## src/rtl/addr_unit_arbiter_if.sv

```systemverilog
// Bundle of signals between the two requesters, the arbiter and the shared address unit.
// The slave modport is the arbiter's view. The master modport is the clients' and address unit's view.
interface addr_unit_arbiter_if #(
  parameter int DW = 16
);
  logic          req0;
  logic          c0;
  logic          s0;
  logic [DW-1:0] d0;
  logic          req1;
  logic          c1;
  logic          s1;
  logic [DW-1:0] d1;
  logic          gnt0;
  logic          gnt1;
  logic          done0;
  logic          done1;
  logic [DW-1:0] addr_out;
  logic          busy;
  logic          dp_c;
  logic          dp_s;
  logic [DW-1:0] dp_d;
  logic [DW-1:0] dp_addr;

  modport slave (
    input  req0, c0, s0, d0,
    input  req1, c1, s1, d1,
    input  dp_addr,
    output gnt0, gnt1, done0, done1, addr_out, busy,
    output dp_c, dp_s, dp_d
  );

  modport master (
    output req0, c0, s0, d0,
    output req1, c1, s1, d1,
    output dp_addr,
    input  gnt0, gnt1, done0, done1, addr_out, busy,
    input  dp_c, dp_s, dp_d
  );
endinterface

```

## src/rtl/addr_unit_arbiter.sv

```systemverilog
// Round-robin sequencer that shares one combinational address unit between two requesters.
// It holds the winner's operands on the unit for SETTLE cycles and then captures the result.
module addr_unit_arbiter #(
  parameter int DW     = 16,
  parameter int SETTLE = 2
) (
  input logic                clk,
  input logic                rst,
  addr_unit_arbiter_if.slave bus
);

  localparam int CW = (SETTLE > 1) ? $clog2(SETTLE) : 1;

  typedef enum logic [1:0] {
    ST_IDLE    = 2'd0,
    ST_DRIVE   = 2'd1,
    ST_CAPTURE = 2'd2
  } state_e;

  state_e        state_q, state_d;
  logic [CW-1:0] cnt_q, cnt_d;
  logic          last_q, last_d;
  logic          gnt0_q, gnt0_d;
  logic          gnt1_q, gnt1_d;
  logic          done0_q, done0_d;
  logic          done1_q, done1_d;
  logic          busy_q, busy_d;
  logic          dp_c_q, dp_c_d;
  logic          dp_s_q, dp_s_d;
  logic [DW-1:0] dp_d_q, dp_d_d;
  logic [DW-1:0] addr_q, addr_d;

  logic          any_req_s;
  logic          pick1_s;

  // Requester 1 wins when it is alone, or when both request and 0 won the last contest.
  assign any_req_s = bus.req0 | bus.req1;
  assign pick1_s   = bus.req1 & (~bus.req0 | ~last_q);

  // State register
  always_ff @(posedge clk or posedge rst) begin
    if (rst) begin
      state_q <= ST_IDLE;
    end else begin
      state_q <= state_d;
    end
  end

  // Next-state logic
  always_comb begin
    state_d = state_q;
    case (state_q)
      ST_IDLE: begin
        if (any_req_s) begin
          state_d = ST_DRIVE;
        end else begin
          state_d = ST_IDLE;
        end
      end
      ST_DRIVE: begin
        if (cnt_q == {CW{1'b0}}) begin
          state_d = ST_CAPTURE;
        end else begin
          state_d = ST_DRIVE;
        end
      end
      ST_CAPTURE: state_d = ST_IDLE;
      default:    state_d = ST_IDLE;
    endcase
  end

  // Output and datapath next values; every output leaves through a register
  always_comb begin
    cnt_d   = cnt_q;
    last_d  = last_q;
    gnt0_d  = gnt0_q;
    gnt1_d  = gnt1_q;
    done0_d = 1'b0;
    done1_d = 1'b0;
    busy_d  = busy_q;
    dp_c_d  = dp_c_q;
    dp_s_d  = dp_s_q;
    dp_d_d  = dp_d_q;
    addr_d  = addr_q;
    case (state_q)
      ST_IDLE: begin
        if (any_req_s) begin
          gnt0_d = ~pick1_s;
          gnt1_d = pick1_s;
          busy_d = 1'b1;
          dp_c_d = pick1_s ? bus.c1 : bus.c0;
          dp_s_d = pick1_s ? bus.s1 : bus.s0;
          dp_d_d = pick1_s ? bus.d1 : bus.d0;
          cnt_d  = CW'(SETTLE - 1);
          last_d = pick1_s;
        end else begin
          gnt0_d = 1'b0;
          gnt1_d = 1'b0;
          busy_d = 1'b0;
          dp_c_d = 1'b0;
          dp_s_d = 1'b0;
          dp_d_d = {DW{1'b0}};
        end
      end
      ST_DRIVE: begin
        // The unit inputs have now been stable for SETTLE cycles, so the result is captured on this edge.
        if (cnt_q == {CW{1'b0}}) begin
          done0_d = gnt0_q;
          done1_d = gnt1_q;
          addr_d  = bus.dp_addr;
        end else begin
          cnt_d = cnt_q - CW'(1);
        end
      end
      ST_CAPTURE: begin
        gnt0_d = 1'b0;
        gnt1_d = 1'b0;
        busy_d = 1'b0;
        dp_c_d = 1'b0;
        dp_s_d = 1'b0;
        dp_d_d = {DW{1'b0}};
      end
      default: begin
        gnt0_d = 1'b0;
        gnt1_d = 1'b0;
        busy_d = 1'b0;
        dp_c_d = 1'b0;
        dp_s_d = 1'b0;
        dp_d_d = {DW{1'b0}};
        cnt_d  = {CW{1'b0}};
      end
    endcase
  end

  // Output and datapath registers; last_q resets to 1 so that requester 0 wins the first contest
  always_ff @(posedge clk or posedge rst) begin
    if (rst) begin
      cnt_q   <= {CW{1'b0}};
      last_q  <= 1'b1;
      gnt0_q  <= 1'b0;
      gnt1_q  <= 1'b0;
      done0_q <= 1'b0;
      done1_q <= 1'b0;
      busy_q  <= 1'b0;
      dp_c_q  <= 1'b0;
      dp_s_q  <= 1'b0;
      dp_d_q  <= {DW{1'b0}};
      addr_q  <= {DW{1'b0}};
    end else begin
      cnt_q   <= cnt_d;
      last_q  <= last_d;
      gnt0_q  <= gnt0_d;
      gnt1_q  <= gnt1_d;
      done0_q <= done0_d;
      done1_q <= done1_d;
      busy_q  <= busy_d;
      dp_c_q  <= dp_c_d;
      dp_s_q  <= dp_s_d;
      dp_d_q  <= dp_d_d;
      addr_q  <= addr_d;
    end
  end

  assign bus.gnt0     = gnt0_q;
  assign bus.gnt1     = gnt1_q;
  assign bus.done0    = done0_q;
  assign bus.done1    = done1_q;
  assign bus.busy     = busy_q;
  assign bus.dp_c     = dp_c_q;
  assign bus.dp_s     = dp_s_q;
  assign bus.dp_d     = dp_d_q;
  assign bus.addr_out = addr_q;

endmodule

```

## src/flat_wrapper.sv

```systemverilog
// flat-port wrapper written by rule: the top's interface ports become plain ports
module addr_unit_arbiter_flat 
#(
  parameter int DW     = 16,
  parameter int SETTLE = 2
)
  (clk, rst, bus_req0, bus_c0, bus_s0, bus_d0, bus_req1, bus_c1, bus_s1, bus_d1, bus_dp_addr, bus_gnt0, bus_gnt1, bus_done0, bus_done1, bus_addr_out, bus_busy, bus_dp_c, bus_dp_s, bus_dp_d);
  addr_unit_arbiter_if #(.DW(DW)) bus_i ();
  input logic clk;
  input logic rst;
  input wire logic [$bits(bus_i.req0)-1:0] bus_req0;
  input wire logic [$bits(bus_i.c0)-1:0] bus_c0;
  input wire logic [$bits(bus_i.s0)-1:0] bus_s0;
  input wire logic [$bits(bus_i.d0)-1:0] bus_d0;
  input wire logic [$bits(bus_i.req1)-1:0] bus_req1;
  input wire logic [$bits(bus_i.c1)-1:0] bus_c1;
  input wire logic [$bits(bus_i.s1)-1:0] bus_s1;
  input wire logic [$bits(bus_i.d1)-1:0] bus_d1;
  input wire logic [$bits(bus_i.dp_addr)-1:0] bus_dp_addr;
  output wire logic [$bits(bus_i.gnt0)-1:0] bus_gnt0;
  output wire logic [$bits(bus_i.gnt1)-1:0] bus_gnt1;
  output wire logic [$bits(bus_i.done0)-1:0] bus_done0;
  output wire logic [$bits(bus_i.done1)-1:0] bus_done1;
  output wire logic [$bits(bus_i.addr_out)-1:0] bus_addr_out;
  output wire logic [$bits(bus_i.busy)-1:0] bus_busy;
  output wire logic [$bits(bus_i.dp_c)-1:0] bus_dp_c;
  output wire logic [$bits(bus_i.dp_s)-1:0] bus_dp_s;
  output wire logic [$bits(bus_i.dp_d)-1:0] bus_dp_d;
  assign bus_i.req0 = bus_req0;
  assign bus_i.c0 = bus_c0;
  assign bus_i.s0 = bus_s0;
  assign bus_i.d0 = bus_d0;
  assign bus_i.req1 = bus_req1;
  assign bus_i.c1 = bus_c1;
  assign bus_i.s1 = bus_s1;
  assign bus_i.d1 = bus_d1;
  assign bus_i.dp_addr = bus_dp_addr;
  assign bus_gnt0 = bus_i.gnt0;
  assign bus_gnt1 = bus_i.gnt1;
  assign bus_done0 = bus_i.done0;
  assign bus_done1 = bus_i.done1;
  assign bus_addr_out = bus_i.addr_out;
  assign bus_busy = bus_i.busy;
  assign bus_dp_c = bus_i.dp_c;
  assign bus_dp_s = bus_i.dp_s;
  assign bus_dp_d = bus_i.dp_d;
  addr_unit_arbiter #(.DW(DW), .SETTLE(SETTLE)) u_core (.clk(clk), .rst(rst), .bus(bus_i));
endmodule
```

## config.mk

```make
export PLATFORM = sky130hd
export DESIGN_NAME = addr_unit_arbiter_flat
export DESIGN_NICKNAME = d
export VERILOG_FILES = /design/src/rtl/addr_unit_arbiter_if.sv /design/src/rtl/addr_unit_arbiter.sv /design/src/flat_wrapper.sv
export SDC_FILE = /design/constraint.sdc
export NUM_CORES = 1
export LEC_CHECK = 0
export ABC_AREA = 1
export ABC_CLOCK_PERIOD_IN_PS = 2700
export CORE_AREA = 2 2 71 73
export DETAILED_ROUTE_END_ITERATION = 16
export DIE_AREA = 0 0 73 75
export MAX_ROUTING_LAYER = met4
export PLACE_DENSITY_LB_ADDON = 0.3
export SLEW_MARGIN = 0
export SYNTH_ARGS = -nofsm -noshare
export SYNTH_HDL_FRONTEND = slang
export SYNTH_SLANG_ARGS = --single-unit
export TNS_END_PERCENT = 5
```

## constraint.sdc

```tcl
create_clock -name clk -period 2.7 [get_ports clk]
set_input_delay 0.54 -clock clk [delete_from_list [all_inputs] [get_ports clk]]
set_output_delay 0.54 -clock clk [all_outputs]
set_load 0.02 [all_outputs]
```

After elaboration in Yosys (flattened, before gate mapping)
Index checks and enable logic that the tools add are counted.
{"block": "op_classes", "n_addsub": 1, "multipliers": 0, "div_mod_pow": 0, "n_lt_le_gt_ge": 0, "eq_ne": 3, "shift": 0, "mux": 25, "bitwise": 8, "n_reduce_logical": 4}
{"op": "16-bit 2-to-1 mux", "n": 2}
{"op": "16-bit one-hot mux with 2 select lines", "n": 1}
{"op": "1-bit 2-to-1 mux", "n": 14}
{"op": "1-bit one-hot mux with 2 select lines", "n": 5}
{"op": "2-bit AND reduction", "n": 3}
{"op": "1-bit NOT", "n": 5}
{"op": "2-bit one-hot mux with 2 select lines", "n": 1}
{"op": "1-bit one-hot mux with 3 select lines", "n": 1}
{"op": "2-bit by 1-bit equality test with 1-bit output (second input constant)", "n": 1}
{"op": "2-bit equality test (second input constant)", "n": 1}
{"op": "2-bit logical NOT", "n": 1}
{"op": "2-bit 2-to-1 mux", "n": 1}
{"op": "2-bit by 1-bit != test with 1-bit output (second input constant)", "n": 1}
{"op": "1-bit bitwise OR", "n": 2}
{"op": "1-bit bitwise AND", "n": 1}
{"op": "1-bit subtractor (second input constant)", "n": 1}
{"block": "word_totals", "reg_bits": 43, "latch_bits": 0, "ramBits": 0, "romBits": 0, "in_bits": 56, "out_inout_bits": 39, "elab_cells": 53, "mem_count": 0}

Depth between registers and ports, before layout
{"block": "depth", "word_depth": 6, "mapped_depth": 8, "depth_no_buf": 7}

Worst setup path after synthesis
Ideal clock, no wire load.
{"block": "synth_path", "kind": "input port to flip-flop", "startpoint": "in bus_req1", "endpoint": "reg u_core.cnt_q", "setup_ns": 0.146, "arrival_ns": 1.095, "required_ns": 2.554, "path_slack_ns": 1.459, "cell_stages": 3, "path_buffers": 1, "cell_sequence": "buf_4 -> o21ai_0 -> o21ai_0"}
{"block": "synth_via", "elab_chain_len": 3}
{"element": "start: declaration", "line_no": "flat_wrapper.sv:15", "rtl": "input wire logic [$bits(bus_i.req1)-1:0] bus_req1;"}
{"element": "1-bit bitwise OR", "line_no": "addr_unit_arbiter.sv:37", "rtl": "assign any_req_s = bus.req0 | bus.req1;"}
{"element": "2-bit by 1-bit != test with 1-bit output (no source line)"}
{"element": "2-bit AND reduction (no source line)"}
{"element": "end signal: assignment", "line_no": "addr_unit_arbiter.sv:138", "rtl": "cnt_q <= {CW{1'b0}};"}
{"element": "end signal: assignment", "line_no": "addr_unit_arbiter.sv:150", "rtl": "cnt_q <= cnt_d;"}
{"element": "end: declaration", "line_no": "addr_unit_arbiter.sv:21", "rtl": "logic [CW-1:0] cnt_q, cnt_d;"}
Every way passes these cells.
A chain may end at the register's enable or synchronous reset.

Worst setup path after layout
{"block": "layout_path", "startpoint": "reg u_core.dp_d_q[1], in the netlist u_core.bus.dp_d[1]", "endpoint": "out bus_dp_d[1]"}
{"element": "start: declaration", "line_no": "addr_unit_arbiter.sv:30", "rtl": "logic [DW-1:0] dp_d_q, dp_d_d;"}
{"element": "start signal: assignment", "line_no": "addr_unit_arbiter.sv:147", "rtl": "dp_d_q <= {DW{1'b0}};"}
{"element": "start signal: assignment", "line_no": "addr_unit_arbiter.sv:159", "rtl": "dp_d_q <= dp_d_d;"}
{"element": "end: declaration", "line_no": "flat_wrapper.sv:28", "rtl": "output wire logic [$bits(bus_i.dp_d)-1:0] bus_dp_d;"}
No word-level cell between the ends.

==> results.txt <==
worst r2r src -> u_core.state_q[1]$_DFF_PP0_
Flop pwr share -> 35.3%
# setup viols final -> 0
post-synthesis compound-gate area fraction -> 1.571%
I/O Pins -> 95
status -> complete, no violations
fraction of layout cells with a size suffix above 1 -> 5.114%
yosys warns -> 0
Clk Latency, worst-skew pair -> 290 ps
Critical Path Fanout Max -> 2
Leak -> 1.595 nW
CTS Sinks -> 43
initial antenna violation count -> 0
Chip Width -> 73 um
CTS root buf -> clkbuf_8
num rows -> 25
largest net degree at the start of global routing -> 21
DR iter-0 viols -> 109
ant diodes -> 0
fin. max-slew vios -> 0
Avg Vias per Cell -> 4.618
die area -> 0.005475 sq mm
final hold vios -> 0
crit-path cells -> clkdlybuf4s50_1
CTS resizes -> 0
startpoint types -> register
switching part of the total -> 41.31%
Max clock buf depth -> 2
Slew @ Worst Pin -> 450.2 ps
critical path endpoint category -> output port
Final ANT Viol Nets -> 0
Hold-fix buffers, CTS -> 0
post-synthesis simple-gate area fraction -> 31.93%
final net count -> 407
Syn Area/Cell -> 7.807 sq um
global route overflow -> 0
drt wl/cell -> 12.05 um
Final GP Congestion -> 0.8019
synth top area cells -> dfrtp_1 (53%), nand2_1 (20%), nand3_1 (9.1%), inv_1 (7.9%), buf_6 (1.7%)
CP max stage cell -> clkdlybuf4s50_1
Remaining DRCs -> 0
Core Box Area -> 0.004661 sq mm
Reg clk slew, reported paths -> 80 ps
synthesized area -> 0.001991 sq mm
area occupied by multi-input gates -> 666.9 sq um
FF/Latch Area -> 0.001077 sq mm
H-tree depth -> 2
GRT Util Overall -> 20.23%
Top delay family on crit path -> buffers and inverters
Max rail drop VDD -> 0.7263 mV
DR vias -> 1875
Finished Core Util -> 65.18%
register area share after synthesis -> 54.12%
drt pass-1 iters -> 4
Starting Density -> 42.71%
Num CTS Buffers -> 5
total setup buffers inserted after CTS -> 0
CP Data Arrival Time -> 1290 ps
final wirelength -> 4892 um
Req. time, crit path -> 2160 ps
IO Port Bufs -> 94
Fin Setup TNS -> 0 ps
P_int -> 1.828 mW
Post-Syn Nets -> 311
Worst Hold Class -> reg -> reg
Synth Area in Adders -> 0%
synthesized-area fraction occupied by xor and xnor cells -> 0%
pwr dens -> 1025 mW/mm^2
max-cap violation count -> 0
NetSw -> 1.287 mW
fin crit share -> 67.60%
main combinational cell family by area after synthesis -> simple AND/OR/NAND/NOR gates
crit path launch -> u_core.bus.dp_d[1]$_DFFE_PP0P_
CP Class -> reg -> out
post-DP HPWL -> 3510 um
CP bufs+invs -> 1
Gate Count Post-Synth -> 255
Post-Place Worst Slack -> 738.2 ps
final setup margin -> 874.7 ps
first-pass GRT wire length -> 8183 um
post-synth cell types -> 16
min Tclk post-route -> 1825 ps
post-synthesis mux area share -> 0%
CTS tree -> done
max incr delay on CP -> 610 ps
Clk pwr share -> 12.4%
worst rel slew slack -> 69.91%
clock skew -> 5.732 ps
RSZ-0062 raised after global routing -> no
Achievable Freq -> 547.9 MHz
area grow syn2layout -> 52.61%
Die H -> 75 um
Hold Path Origin -> u_core.bus.dp_d[4]$_DFFE_PP0P_
Synth area leader -> dfrtp_1
#FFs+latches synth -> 43
Yosys top cell area share -> 52.80%
Comb power frac -> 52.3%
Fill cells -> 392
vias in the first global route -> 1851
-- cells by family (layout without fill, tap and decap cells) --
logic type | count (synthesis) | count (layout)
AND/OR/NAND/NOR | 152 | 152
AO/OA/AOI/OAI | 6 | 6
flip-flops | 43 | 43
buffers and inverters | 54 | 151
-- power by group through the flow --
stage,sequential [mW],combinational (mW),clock (mW)
final,1.10,1.63,0.388
after global placement,1.10,1.61,0
after global routing,1.14,1.79,0.428
after floorplan,1.40,0.659,0
after CTS,1.10,1.65,0.403
after detailed placement,1.10,1.65,0
-- placed cells by master (no fill, tap or decap), drive strengths merged --
master	netlist	routed
o21ai	5	5
clkdlybuf4s50	0	94
inv	44	44
dfstp	1	1
nand3	36	36
nor2	5	5
nand2	111	111
buf	10	5
clkbuf	0	8
o22ai	1	1
dfrtp	42	42
-- layer usage --
layer  track usage, %  routed length [um]  vias up
met2            33.13                2294       90
met5                -                   0        -
met1            23.74                2099      831
met3            5.890                 449        7
met4            7.407                  48        0
li1                 -                   -      947
-- final timing paths --
check,to,slack (ps),cells after the start
hold reg to reg,u_core.bus.dp_d[4]$_DFFE_PP0P_,480,2
min in group asynchronous,u_core.bus.gnt1$_DFFE_PP0P_,530,2
setup reg to reg,u_core.bus.addr_out[8]$_DFFE_PP0P_,1200,7
max in group asynchronous,u_core.last_q$_DFFE_PP1P_,1610,3
setup / recovery,bus_dp_d[1],870,1
hold / removal,u_core.bus.dp_d[4]$_DFFE_PP0P_,480,2
-- area by class of cell --
cell class                      count  area share, %
Clock buffer                        8          2.636
Inverter                           44          5.519
Multi-Input combinational cell    158          21.95
Sequential cell                    43          35.46
Tap cell                           54          2.224
Timing Repair Buffer               99          32.21
-- synth_stat cells (all sizes together) --
cell / instances
nand2: 111
inv: 44
dfrtp: 42
nand3: 36
buf: 10
nor2: 5
o21ai: 5
dfstp: 1
o22ai: 1
-- stage by stage --
step / instances / instance area, sq um / total power, mW / hold slack [ps]
after floorplan: 255 / 1991 / 2.062 / 476.7
after global placement: 398 / 2958 / 2.715 / 452.4
after detailed placement: 398 / 2958 / 2.756 / 464.9
after CTS: 406 / 3038 / 3.158 / 483.7
after global routing: 406 / 3038 / 3.355 / 496.7
final: 406 / 3038 / 3.115 / 478.2
Note: power is estimated with default switching activity, not from simulation.
